## src/rtl/hazard_pkg.sv

```systemverilog
// Shared definitions for the pipeline hazard controller: FSM state encoding
// and the architectural $zero register index.
package hazard_pkg;

    typedef enum logic [1:0] {
        RUN      = 2'd0,
        LU_STALL = 2'd1,
        MEM_WAIT = 2'd2
    } state_e;

    localparam logic [4:0] REG_ZERO = 5'd0;

endpackage

```

## src/rtl/hazard_stall_ctrl_sat_counter.sv

```systemverilog
// Saturating up-counter with synchronous clear, used for the stall and
// flush statistics of the hazard controller.
module sat_counter #(
    parameter int unsigned W = 16
) (
    input  logic         clk_i,
    input  logic         rst_ni,
    input  logic         clear_i,
    input  logic         inc_i,
    output logic [W-1:0] count_o
);

    logic [W-1:0] count_q, count_d;

    always_comb begin
        count_d = count_q;
        if (clear_i) begin
            count_d = '0;
        end else if (inc_i && (count_q != '1)) begin
            count_d = count_q + W'(1);
        end
    end

    always_ff @(posedge clk_i) begin
        if (!rst_ni) begin
            count_q <= '0;
        end else begin
            count_q <= count_d;
        end
    end

    assign count_o = count_q;

endmodule

```

## src/rtl/hazard_stall_ctrl.sv

```systemverilog
// Hazard controller for the 5-stage MIPS core: pipeline enables/flushes for
// load-use stalls, taken-branch flushes and multi-cycle data-memory waits.
module hazard_stall_ctrl
    import hazard_pkg::*;
#(
    parameter int unsigned CNT_W     = 16,
    parameter int unsigned TIMEOUT   = 64,
    parameter int unsigned SW_FWD_EN = 1
) (
    input  logic             clk,
    input  logic             reset_n,
    input  logic [4:0]       id_rs,
    input  logic [4:0]       id_rt,
    input  logic             id_uses_rs,
    input  logic             id_uses_rt,
    input  logic             id_mem_write,
    input  logic [4:0]       ex_rd,
    input  logic             ex_mem_read,
    input  logic             ex_branch_taken,
    input  logic             mem_access,
    input  logic             dmem_ready,
    output logic             pc_en,
    output logic             ifid_en,
    output logic             ifid_flush,
    output logic             idex_en,
    output logic             idex_flush,
    output logic             exmem_en,
    output logic             memwb_flush,
    output logic [CNT_W-1:0] stall_cnt,
    output logic [CNT_W-1:0] flush_cnt,
    output logic             mem_timeout
);

    localparam int unsigned       WAIT_W   = $clog2(TIMEOUT + 1);
    localparam logic [WAIT_W-1:0] WAIT_MAX = WAIT_W'(TIMEOUT);

    state_e            state_q, state_d;
    logic [WAIT_W-1:0] wait_q, wait_d;
    logic              timeout_q, timeout_d;
    logic              mw, lu, rs_hit, rt_hit, rt_exempt, br_act;

    assign mw        = mem_access && !dmem_ready;
    assign rs_hit    = id_uses_rs && (id_rs == ex_rd);
    // A store's rt is only store data; the forwarding unit supplies it late.
    assign rt_exempt = (SW_FWD_EN != 0) && id_mem_write;
    assign rt_hit    = id_uses_rt && (id_rt == ex_rd) && !rt_exempt;
    assign lu        = ex_mem_read && (ex_rd != REG_ZERO) && (rs_hit || rt_hit);
    assign br_act    = reset_n && ex_branch_taken && !mw;

    always_ff @(posedge clk) begin
        if (!reset_n) begin
            state_q <= RUN;
        end else begin
            state_q <= state_d;
        end
    end

    always_comb begin
        state_d = RUN;
        unique case (state_q)
            MEM_WAIT: begin
                if (mw)                    state_d = MEM_WAIT;
                else if (ex_branch_taken)  state_d = RUN;
                else if (lu)               state_d = LU_STALL;
            end
            default: begin
                if (mw)                    state_d = MEM_WAIT;
                else if (ex_branch_taken)  state_d = RUN;
                else if (lu)               state_d = LU_STALL;
            end
        endcase
    end

    always_comb begin
        pc_en       = 1'b1;
        ifid_en     = 1'b1;
        ifid_flush  = 1'b0;
        idex_en     = 1'b1;
        idex_flush  = 1'b0;
        exmem_en    = 1'b1;
        memwb_flush = 1'b0;
        if (!reset_n) begin
            memwb_flush = 1'b1;
        end else if (mw) begin
            pc_en       = 1'b0;
            ifid_en     = 1'b0;
            idex_en     = 1'b0;
            exmem_en    = 1'b0;
            memwb_flush = 1'b1;
        end else if (ex_branch_taken) begin
            ifid_flush = 1'b1;
            idex_flush = 1'b1;
        end else if (lu) begin
            pc_en      = 1'b0;
            ifid_en    = 1'b0;
            idex_flush = 1'b1;
        end
    end

    // Wait counter tracks consecutive wait cycles; the timeout flag is sticky.
    always_comb begin
        wait_d    = '0;
        timeout_d = timeout_q;
        if (mw) begin
            wait_d = (wait_q == WAIT_MAX) ? wait_q : wait_q + WAIT_W'(1);
            if (wait_d == WAIT_MAX) timeout_d = 1'b1;
        end
    end

    always_ff @(posedge clk) begin
        if (!reset_n) begin
            wait_q    <= '0;
            timeout_q <= 1'b0;
        end else begin
            wait_q    <= wait_d;
            timeout_q <= timeout_d;
        end
    end

    assign mem_timeout = timeout_q;

    sat_counter #(.W(CNT_W)) u_stall_cnt (
        .clk_i   (clk),
        .rst_ni  (reset_n),
        .clear_i (1'b0),
        .inc_i   (!pc_en),
        .count_o (stall_cnt)
    );

    sat_counter #(.W(CNT_W)) u_flush_cnt (
        .clk_i   (clk),
        .rst_ni  (reset_n),
        .clear_i (1'b0),
        .inc_i   (br_act),
        .count_o (flush_cnt)
    );

endmodule

```

## config.mk

```make
export PLATFORM = sky130hd
export DESIGN_NAME = hazard_stall_ctrl
export DESIGN_NICKNAME = d
export VERILOG_FILES = /design/src/rtl/hazard_pkg.sv /design/src/rtl/hazard_stall_ctrl_sat_counter.sv /design/src/rtl/hazard_stall_ctrl.sv
export SDC_FILE = /design/constraint.sdc
export NUM_CORES = 1
export LEC_CHECK = 0
export BUFFER_PORTS_ARGS = -buffer_cell sky130_fd_sc_hd__buf_2
export CAP_MARGIN = 25
export CORE_MARGIN = 10
export CORE_UTILIZATION = 40
export DETAILED_ROUTE_END_ITERATION = 16
export MAX_ROUTING_LAYER = met4
export PLACE_DENSITY = 0.72
export SLEW_MARGIN = 20
export SYNTH_ARGS = -nofsm -noshare
export SYNTH_HDL_FRONTEND = slang
export SYNTH_SLANG_ARGS = --single-unit
```

## constraint.sdc

```tcl
create_clock -name clk -period 2.4 [get_ports clk]
set_input_delay 0 -clock clk [delete_from_list [all_inputs] [get_ports clk]]
set_output_delay 0 -clock clk [all_outputs]
set_load 0.03 [all_outputs]
```

---- Yosys cells after proc, flatten, opt, wreduce, memory -nomap -nowiden ----
Index checks and enable logic that the tools add are counted.
operators by class
  add/subtract/negate cells ............... 3
  equality and inequality tests ........... 6
  multiplexer cells ....................... 16
  reduce and logical (&&, ||, !) cells .... 18
operators by type and width
  operator                                                         number
  16-bit by 1-bit adder with 16-bit output, second input constant  2
  16-bit != test, second input constant                            2
  1-bit 2-to-1 mux                                                 15
  7-bit == test, second input constant                             2
  5-bit == test                                                    2
  1-bit logical AND                                                10
  7-bit by 1-bit adder with 7-bit output, second input constant    1
  7-bit 2-to-1 mux                                                 1
  5-bit nonzero test                                               1
  1-bit zero test                                                  4
  2-bit AND reduction                                              2
  1-bit logical OR                                                 1
word-level totals
  bits in registers ....................... 40
  output and inout port bits .............. 40

---- Longest topological paths before layout ----
Gate-level depths: netlist of the first run.
  depth in word-level cells ............... 11
  depth in mapped cells ................... 9

---- By module ----
Synthesis of the first run repeated with hierarchy kept, for this count alone.
unflattened totals
  cells, all modules ...................... 255
  area, all modules ....................... 2339.7 sq um
by module, submodules not included
  module             instances  cells each  area an instance (sq um)  sequential area each (sq um)
  sat_counter        2          91          864.6                     320.3
  hazard_stall_ctrl  1          73          610.6                     160.2

---- Worst setup path before layout of the first run ----
Ideal clock, no wire load.
  path kind ............................... register -> register
  start ................................... register u_stall_cnt.count_q[0], in the netlist u_stall_cnt.count_o[0]
  end ..................................... register u_stall_cnt.count_q[12], in the netlist u_stall_cnt.count_o[12]
  library setup time ...................... 115 ps
  arrival ................................. 2166 ps
  path slack .............................. 120 ps
  cell stages (with the launch flop) ...... 9
  period minus slack after synthesis ...... 2280 ps
  path through ............................ dfxtp_1 ha_1 and4_1 nor4bb_1 or4_1 o22a_1 buf_6 o31a_1 o21a_1
on the way
  word-level cells in the longest chain between the ends .. 2
ends and longest elaborated chain
  what                                                                              RTL line                             source
  start, declared                                                                   hazard_stall_ctrl_sat_counter.sv:13  logic [W-1:0] count_q, count_d;
  start signal, assigned                                                            hazard_stall_ctrl_sat_counter.sv:28  count_q <= count_d;
  branches (longest 2 deep; another with 16-bit by 1-bit adder with 16-bit output)  n/a
Several ways; the timed one is not identified.
A chain may end at the register's enable or synchronous reset.

---- Final worst setup path of the first run ----
  start ................................... register u_stall_cnt.count_q[1], in the netlist u_stall_cnt.count_o[1]
  end ..................................... register u_stall_cnt.count_q[15], in the netlist u_stall_cnt.count_o[15]
Same word-level chain as after synthesis.

==> out/results.tsv, run 1 <==
stage	metric	value	unit
status	outcome	complete, no violations	
min_path	min-delay worst type	in2reg	
synth	compound-gate portion of the synthesized area	15.5	%
layout	nets@finish	346	
sta	max-slew violations	0	
sta	# setup viols final	0	
synth	largest family of logic cells by synthesized area	simple AND/OR/NAND/NOR gates	
synth	Ys Warns	0	
layout	utilization after layout	50.7	%
power_and_ir_drop	Pleak	1.05	nW
critical_path	worst path cell trace	ha_1, and4_1, nor4bb_1, or4_1, o22a_2, buf_4, or3_1, a21oi_1	
die	I/O pin count	64	
synth	Post-Synth Simple-Gate Area	27.2	%
sta	Slew HR	68.2	%
synth	number of synthesized flops with an enable pin	0	
clock_network	TritonCTS clock tree	built	
clock_network	# clock sinks	40	
layout	most common cell after layout, fill and taps aside	buf_2	
global_routing	initial antenna violation count	0	
critical_path	CP peak stage delay	0.42	ns
synth	xor-xnor portion of the synthesized cell area	9.86	%
sta	final hold viol count	0	
global_routing	GRT Max-Usage Layer	met2	
route	initial drt markers	106	
route	TritonRoute pass-1 iters	4	
sta	f_max	444	MHz
sta	Least-Margin Pin Slew	0.475	ns
clock_network	Root Driver	clkbuf_8	
global_routing	GR Layer Usage met3	3.44	%
synth	Synth Flop Type	dfxtp_1	
route	post-route ant nets	0	
placement	IO Port Bufs	63	
die	initial core utilization	41.5	%
critical_path	crit-path max FO	7	
sta	Tmin final	2.25	ns
critical_path	Worst Path Buf+Inv	1	
layout	Syn-to-layout area delta	22.3	%
placement	DP Wirelength	4.31	mm
route	routed vias	2072	
sta	Final TNS setup	0	ns
placement	GPL Wtd Cong	0.873	
global_routing	GRT Total Usage	13.3	%
layout	number of diodes	0	
flow_run	Max-Cap Viols	0	
global_routing	grt ovf	0	
synth	Syn Inst Count	255	
power_and_ir_drop	pwr dens	481	mW/mm^2
critical_path	critical path endpoint category	register	
critical_path	CP arrival	2.48	ns
power_and_ir_drop	VDD IR max	0.273	mV
critical_path	Setup CP Type	reg2reg	
synth	synth unique cells	43	
synth	Post-Syn Nets	283	
synth	post-synthesis mux area share	2.82	%
critical_path	Worst Setup Start Kind	register	
critical_path	Worst path top cell family by delay	simple AND/OR/NAND/NOR gates	
clock_network	H-Tree Level Count	2	
global_routing	met2 GRT Util	21.7	%
global_routing	largest net degree at the start of global routing	22	
die	die footprint	0.00865	mm^2
die	FP Rows	26	
layout	fillers	515	
synth	Post-Synth Adder-Cell Area	2.35	%
critical_path	CP max stage cell	or4_1	
die	Die Span Y	93.0	um
clock_network	CTS Buf Count	5	
die	DIE WIDTH	93.0	um
synth	Async S/R FF share, synth	0	%
route	final WL	5.68	mm
sta	Tcrit/Tclk final	93.9	%
clock_network	hold-fix buffers at CTS	0	
global_routing	vias in the first global route	1992	
layout	most frequent cells in the layout	63 x buf_2, 40 x dfxtp_1, 29 x nor2_1	
sta	RSZ-0062 raised after global routing	no	
route	per-cell routed wire length	14.6	um
layout	multi-input logic area	0.00123	mm^2
global_routing	global-route wire length before repair	9.28	mm
clock_network	worst skew pair latency	0.29	ns
layout	layout cells sized above 1	24.1	%
route	Remaining DRCs	0	
die	Core Footprint	0.00514	mm^2
clock_network	clk buf depth	2	
clock_network	clock slew seen by the registers of the worst setup and hold paths	0.07	ns
sta	Clock Skews	0.00375	ns
synth	Seq/Total Area, Yosys	37.6	%
global_routing	GR Util met1	15.2	%
layout	FF/Latch Area	801	um^2
synth	post-synthesis register bit count	40	
synth	Synth Area per Inst	8.36	um^2
synth	Mapped Area	0.00213	mm^2
critical_path	CP required	2.63	ns
route	via/cell ratio	5.33	
-- registers in the layout (all words and copies together), names as in the netlist --
signal and cells:
u_stall_cnt.count_o 16, u_flush_cnt.count_o 16, wait_q 7, mem_timeout 1
-- routing by layer --
layer | up-vias | routed length (um)
met5 | - | 0
met4 | 0 | 91
met3 | 9 | 266
met2 | 45 | 2740
met1 | 968 | 2590
li1 | 1050 | -
-- through the flow --
stage	worst slack [ns]	cells	hold slack [ns]	total power [mW]	area, um^2
2_1_floorplan	0.120	255	0.138	0.758	2130
3_3_place_gp	0.236	381	0.390	0.802	2510
3_5_place_dp	0.157	381	0.396	0.805	2510
4_1_cts	0.131	389	0.0780	1.26	2610
5_1_grt	0.0239	389	0.110	1.30	2610
6_report	0.147	389	0.0845	1.25	2610
-- power by group --
part | internal [mW] | total [mW] | switching, mW
logic | 0.0455 | 0.117 | 0.0717
registers | 0.667 | 0.672 | 0.00487
clock network | 0.235 | 0.463 | 0.229
total | 0.947 | 1.25 | 0.305
-- logic make-up (layout without fill, tap and decap cells) --
kind of cell	count (synthesis)	in the layout
multiplexers	6	6
XOR/XNOR	24	24
buffers and inverters	20	84
AND/OR/NAND/NOR	110	110
AO/OA/AOI/OAI	51	51
flip-flops	40	40
adder cells (fa/ha/maj)	4	4
-- synth_stat cells (3+ instances only) --
master | n | share of area [%]
dfxtp_1 | 40 | 38
nor2_1 | 29 | 5.1
xor2_1 | 19 | 7.8
nand2_1 | 16 | 2.8
nand3_1 | 15 | 3.5
a21oi_1 | 13 | 3.1
nand4_1 | 11 | 3.2
or3_1 | 10 | 2.9
clkbuf_1 | 7 | 1.2
inv_1 | 7 | 1.2
o21ai_1 | 7 | 1.6
mux2i_1 | 6 | 2.8
o211ai_1 | 6 | 2.1
o21ai_0 | 6 | 1.4
o31ai_1 | 6 | 2.1
nor4_1 | 5 | 1.5
xnor2_1 | 5 | 2.1
and2_1 | 4 | 1.2
and3_1 | 4 | 1.2
and4_1 | 4 | 1.6
ha_1 | 4 | 2.3
a31oi_1 | 3 | 0.88
or4_1 | 3 | 1.1
-- worst reg2reg max path, cell delays in order (launching register included) --
cell and delay [ns]:
dfxtp_1 0.34, ha_1 0.20, and4_1 0.20, nor4bb_1 0.13
or4_1 0.42, o22a_2 0.26, buf_4 0.17, or3_1 0.35
a21oi_1 0.14
-- path summary, 6_finish.rpt --
path	startpoint	endpoint	slack (ns)	cells past startpoint
setup / recovery	u_stall_cnt.count_o[1]	u_stall_cnt.count_o[15]	0.15	8
hold / removal	reset_n	u_stall_cnt.count_o[12]	0.08	2
setup reg to reg	u_stall_cnt.count_o[1]	u_stall_cnt.count_o[15]	0.15	8
hold reg to reg	u_stall_cnt.count_o[6]	u_stall_cnt.count_o[6]	0.49	2
-- final cells by class --
| cell class | count | share of cell area, % |
|---|---|---|
| Clock buffer | 8 | 3.46 |
| Sequential cell | 40 | 30.7 |
| Timing Repair Buffer | 68 | 14.0 |
| Inverter | 8 | 1.15 |
| Multi-Input combinational cell | 195 | 47.3 |
| Tap cell | 70 | 3.36 |
-- what timing repair did --
action | in CTS | in global routing
setup endpoints to repair | 0 | 1
gates resized for setup | 0 | 1
setup buffers | 0 | 0
No activity file was read; power rests on OpenSTA's default activity.
==> run 2: changes to the inputs <==
Settings changed: RECOVER_POWER set to 100.
==> out/results.tsv, run 2 (synthesized netlist as in run 1, its figures left out) <==
stage	metric	value	unit
global_routing	initial antenna violation count	0	
route	final WL	5.65	mm
power_and_ir_drop	pwr dens	488	mW/mm^2
clock_network	clk buf depth	2	
route	routed vias	2073	
critical_path	CP required	2.63	ns
clock_network	TritonCTS clock tree	built	
clock_network	worst skew pair latency	0.29	ns
power_and_ir_drop	Pleak	0.896	nW
layout	Syn-to-layout area delta	20.0	%
sta	max-slew violations	0	
sta	Clock Skews	0.00544	ns
power_and_ir_drop	Sw Share	24.3	%
die	Core Footprint	0.00514	mm^2
route	top sig layer	met4	
power_and_ir_drop	switching pwr	0.304	mW
status	outcome	complete, no violations	
clock_network	Root Driver	clkbuf_8	
critical_path	Setup CP Type	reg2reg	
die	initial core utilization	41.5	%
critical_path	CP peak stage delay	0.42	ns
critical_path	worst path cell trace	ha_1, and4_1, nor4bb_1, or4_1, o22a_2, buf_4, or3_1, a21oi_1	
min_path	cell depth of the worst hold path	2	
sta	Tcrit/Tclk final	93.7	%
clock_network	CTS Buf Count	5	
layout	number of diodes	0	
global_routing	GRT Total Usage	13.3	%
global_routing	vias in the first global route	1992	
route	Met3 Routed Length	263	um
clock_network	post-cts repair resize count	0	
sta	Final TNS setup	0	ns
sta	Slew HR	55.6	%
power_and_ir_drop	Flop pwr share	53.8	%
global_routing	grt ovf	0	
critical_path	CP max stage cell	or4_1	
die	Die Span Y	93.0	um
critical_path	critical path endpoint category	register	
power_and_ir_drop	combinational group share of total power	9.2	%
die	I/O pin count	64	
die	die footprint	0.00865	mm^2
placement	IO Port Bufs	63	
layout	layout cells sized above 1	11.6	%
sta	Least-Margin Pin Slew	0.666	ns
sta	final hold viol count	0	
placement	GPL Wtd Cong	0.873	
clock_network	clock slew seen by the registers of the worst setup and hold paths	0.08	ns
power_and_ir_drop	clock group share of total power	37.0	%
placement	DP Wirelength	4.31	mm
die	FP Rows	26	
route	TritonRoute pass-1 iters	4	
sta	# setup viols final	0	
layout	most frequent cells in the layout	41 x clkbuf_1, 40 x dfxtp_1, 29 x nor2_1	
sta	Tmin final	2.25	ns
route	via/cell ratio	5.33	
clock_network	Setup Buffers After CTS	0	
die	DIE WIDTH	93.0	um
power_and_ir_drop	Pint	0.945	mW
global_routing	global-route wire length before repair	9.28	mm
power_and_ir_drop	VDD IR max	0.270	mV
sta	RSZ-0062 raised after global routing	no	
clock_network	# clock sinks	40	
route	post-route ant nets	0	
flow_run	Max-Cap Viols	0	
critical_path	Worst Setup Start Kind	register	
critical_path	crit-path max FO	7	
route	wire length on met2	2.74	mm
route	initial drt markers	142	
route	per-cell routed wire length	14.5	um
critical_path	worst r2r path cells	8	
critical_path	CP arrival	2.48	ns
sta	hold_ws	0.250	ns
clock_network	H-Tree Level Count	2	
clock_network	hold-fix buffers at CTS	0	
layout	nets@finish	346	
sta	f_max	444	MHz
route	Remaining DRCs	0	
min_path	min-delay worst type	in2reg	
route	WL met1	2.56	mm
global_routing	largest net degree at the start of global routing	22	
layout	most common cell after layout, fill and taps aside	clkbuf_1	
## run 2: power groups by stage
stage | clock network [mW] | registers [mW] | logic [mW]
after detailed placement | 0 | 0.688 | 0.118
after global routing | 0.497 | 0.673 | 0.126
after floorplan | 0 | 0.693 | 0.0655
final | 0.461 | 0.672 | 0.115
after CTS | 0.475 | 0.672 | 0.118
after global placement | 0 | 0.687 | 0.115
## run 2: final timing paths
path / from / endpoint / slack [ns]
max reg2reg: u_stall_cnt.count_o[1] / u_stall_cnt.count_o[15] / 0.15
max: u_stall_cnt.count_o[1] / u_stall_cnt.count_o[15] / 0.15
min: reset_n / u_stall_cnt.count_o[12] / 0.25
min reg2reg: u_stall_cnt.count_o[8] / u_stall_cnt.count_o[8] / 0.50
## run 2: layer usage
layer / vias to the layer above / global-route usage, %
met5: - / -
li1: 1052 / -
met2: 41 / 21.7
met3: 9 / 3.44
met1: 971 / 15.2
met4: 0 / 5.01
## run 2: critical path: cells and delay by family (launching register included)
kind | cells | cell delay (ns)
flops | 1 | 0.34
simple gates | 4 | 1.08
fa+ha+maj | 1 | 0.20
buf+inv | 1 | 0.17
compound gates | 2 | 0.40
## run 2: stage by stage
step	power, mW	instance area, um^2	std cells	setup WS [ns]	utilization (%)
finish	1.25	2560	389	0.150	49.8
global route	1.30	2560	389	0.0211	49.8
CTS	1.26	2610	389	0.131	50.7
detailed placement	0.805	2510	381	0.157	48.9
global placement	0.802	2510	381	0.236	48.9
floorplan	0.758	2130	255	0.120	-
## run 2: layout make-up
type	instances	area, um^2
Fill cell	534	2580
Multi-Input combinational cell	195	1230
Sequential cell	40	801
Timing Repair Buffer	68	317
Clock buffer	8	90.1
Tap cell	70	87.6
Inverter	8	30.0
==> run 3: changes to the inputs <==
Settings changed: CTS_BUF_LIST set to sky130_fd_sc_hd__clkbuf_8.
==> out/results.tsv, run 3 (synthesized netlist as in run 1, its figures left out) <==
stage	metric	value	unit
status	outcome	complete, no violations	
clock_network	worst skew pair latency	0.29	ns
route	routed vias	2081	
placement	DP Area	0.00251	mm^2
sta	final hold viol count	0	
clock_network	Root Driver	clkbuf_8	
clock_network	Setup Buffers After CTS	0	
clock_network	TritonCTS clock tree	built	
critical_path	CP peak stage delay	0.42	ns
power_and_ir_drop	Power Total	1.24	mW
layout	Syn-to-layout area delta	20.0	%
power_and_ir_drop	Flop pwr share	54.1	%
global_routing	grt ovf	0	
placement	Placement Setup Slack	0.157	ns
power_and_ir_drop	combinational group share of total power	9.3	%
layout	most common cell after layout, fill and taps aside	dfxtp_1	
route	final WL	5.62	mm
power_and_ir_drop	clock group share of total power	36.6	%
critical_path	worst path cell trace	ha_1, and4_1, nor4bb_1, or4_1, o22a_2, buf_4, or3_1, a21oi_1	
power_and_ir_drop	Pleak	0.905	nW
placement	DP Wirelength	4.31	mm
global_routing	GRT Total Usage	13.3	%
sta	PnR worst setup slack	0.150	ns
route	TritonRoute pass-1 iters	5	
placement	IO Port Bufs	63	
critical_path	Worst Path Buf+Inv	1	
layout	utilization after layout	49.8	%
power_and_ir_drop	pwr dens	485	mW/mm^2
sta	Slew HR	55.8	%
clock_network	# clock sinks	40	
global_routing	initial antenna violation count	0	
critical_path	CP arrival	2.48	ns
sta	# setup viols final	0	
critical_path	crit-path max FO	7	
die	DIE WIDTH	93.0	um
critical_path	CP max stage cell	or4_1	
layout	most frequent cells in the layout	40 x dfxtp_1, 39 x clkbuf_1, 29 x nor2_1	
power_and_ir_drop	switching pwr	0.305	mW
die	Core Footprint	0.00514	mm^2
sta	RSZ-0062 raised after global routing	no	
critical_path	Worst path top cell family by delay	simple AND/OR/NAND/NOR gates	
layout	design area	0.00256	mm^2
layout	layout cells sized above 1	11.6	%
route	initial drt markers	144	
die	I/O pin count	64	
critical_path	critical path endpoint category	register	
clock_network	clock slew seen by the registers of the worst setup and hold paths	0.08	ns
clock_network	clk buf depth	2	
global_routing	vias in the first global route	1992	
sta	Final TNS setup	0	ns
die	initial core utilization	41.5	%
flow_run	Max-Cap Viols	0	
clock_network	H-Tree Level Count	2	
placement	cell count after placement	381	
sta	Least-Margin Pin Slew	0.663	ns
layout	nets@finish	346	
layout	Non-Filler Instances	389	
critical_path	Setup CP Type	reg2reg	
global_routing	global-route wire length before repair	9.28	mm
sta	Tmin final	2.25	ns
min_path	min-delay worst type	in2reg	
power_and_ir_drop	Sw Share	24.6	%
die	Die Span Y	93.0	um
sta	f_max	445	MHz
die	FP Rows	26	
route	Remaining DRCs	0	
power_and_ir_drop	VDD IR max	0.270	mV
power_and_ir_drop	Pint	0.936	mW
critical_path	CP required	2.63	ns
sta	Tcrit/Tclk final	93.7	%
clock_network	CTS Buf Count	5	
placement	GPL Wtd Cong	0.873	
die	die footprint	0.00865	mm^2
sta	hold_ws	0.247	ns
sta	Clock Skews	0.00516	ns
global_routing	largest net degree at the start of global routing	22	
route	via/cell ratio	5.35	
route	post-route ant nets	0	
sta	max-slew violations	0	
layout	number of diodes	0	
route	per-cell routed wire length	14.5	um
critical_path	Worst Setup Start Kind	register	
-- run 3: what timing repair did --
action                                  CTS  global route
endpoints found under the setup margin    0             1
resized for setup                         0             1
hold buffers                              0             0
hold endpoints to repair                  0             0
-- run 3: final cells by class --
cell class              instances  area (um^2)
fillers                       534         2580
flip-flops and latches         40          801
well taps                      70         87.6
inverters                       8         30.0
repair buffers                 68          317
clock inverters                 2         7.51
clock buffers                   6         82.6
multi-input cells             195         1230
-- run 3: worst reg2reg max path, delay by kind of cell, from the launching register on --
kind	cells	cell delay, ns
AOI/OAI and AO/OA	2	0.40
and+or+nand+nor	4	1.08
buffers and inverters	1	0.17
adders and majority gates	1	0.20
DFF	1	0.34
-- run 3: power groups by stage --
| stage | registers (mW) | logic [mW] | clock network [mW] |
|---|---|---|---|
| floorplan | 0.693 | 0.0655 | 0 |
| global placement | 0.687 | 0.115 | 0 |
| detailed placement | 0.688 | 0.118 | 0 |
| CTS | 0.672 | 0.118 | 0.467 |
| global route | 0.673 | 0.126 | 0.489 |
| finish | 0.672 | 0.115 | 0.454 |
-- run 3: final timing paths --
| kind | to | cells past startpoint | from | slack [ns] |
|---|---|---|---|---|
| worst max register to register | u_stall_cnt.count_o[15] | 8 | u_stall_cnt.count_o[1] | 0.15 |
| worst min register to register | u_stall_cnt.count_o[8] | 1 | u_stall_cnt.count_o[8] | 0.50 |
| worst min-delay path | u_stall_cnt.count_o[12] | 2 | reset_n | 0.25 |
| worst max-delay path | u_stall_cnt.count_o[15] | 8 | u_stall_cnt.count_o[1] | 0.15 |
-- run 3: routing by layer --
layer	GRT usage, %	part of all wire, %
met5	-	0
met4	5.01	1.7
met3	3.44	5.1
met2	21.7	49
met1	15.2	45
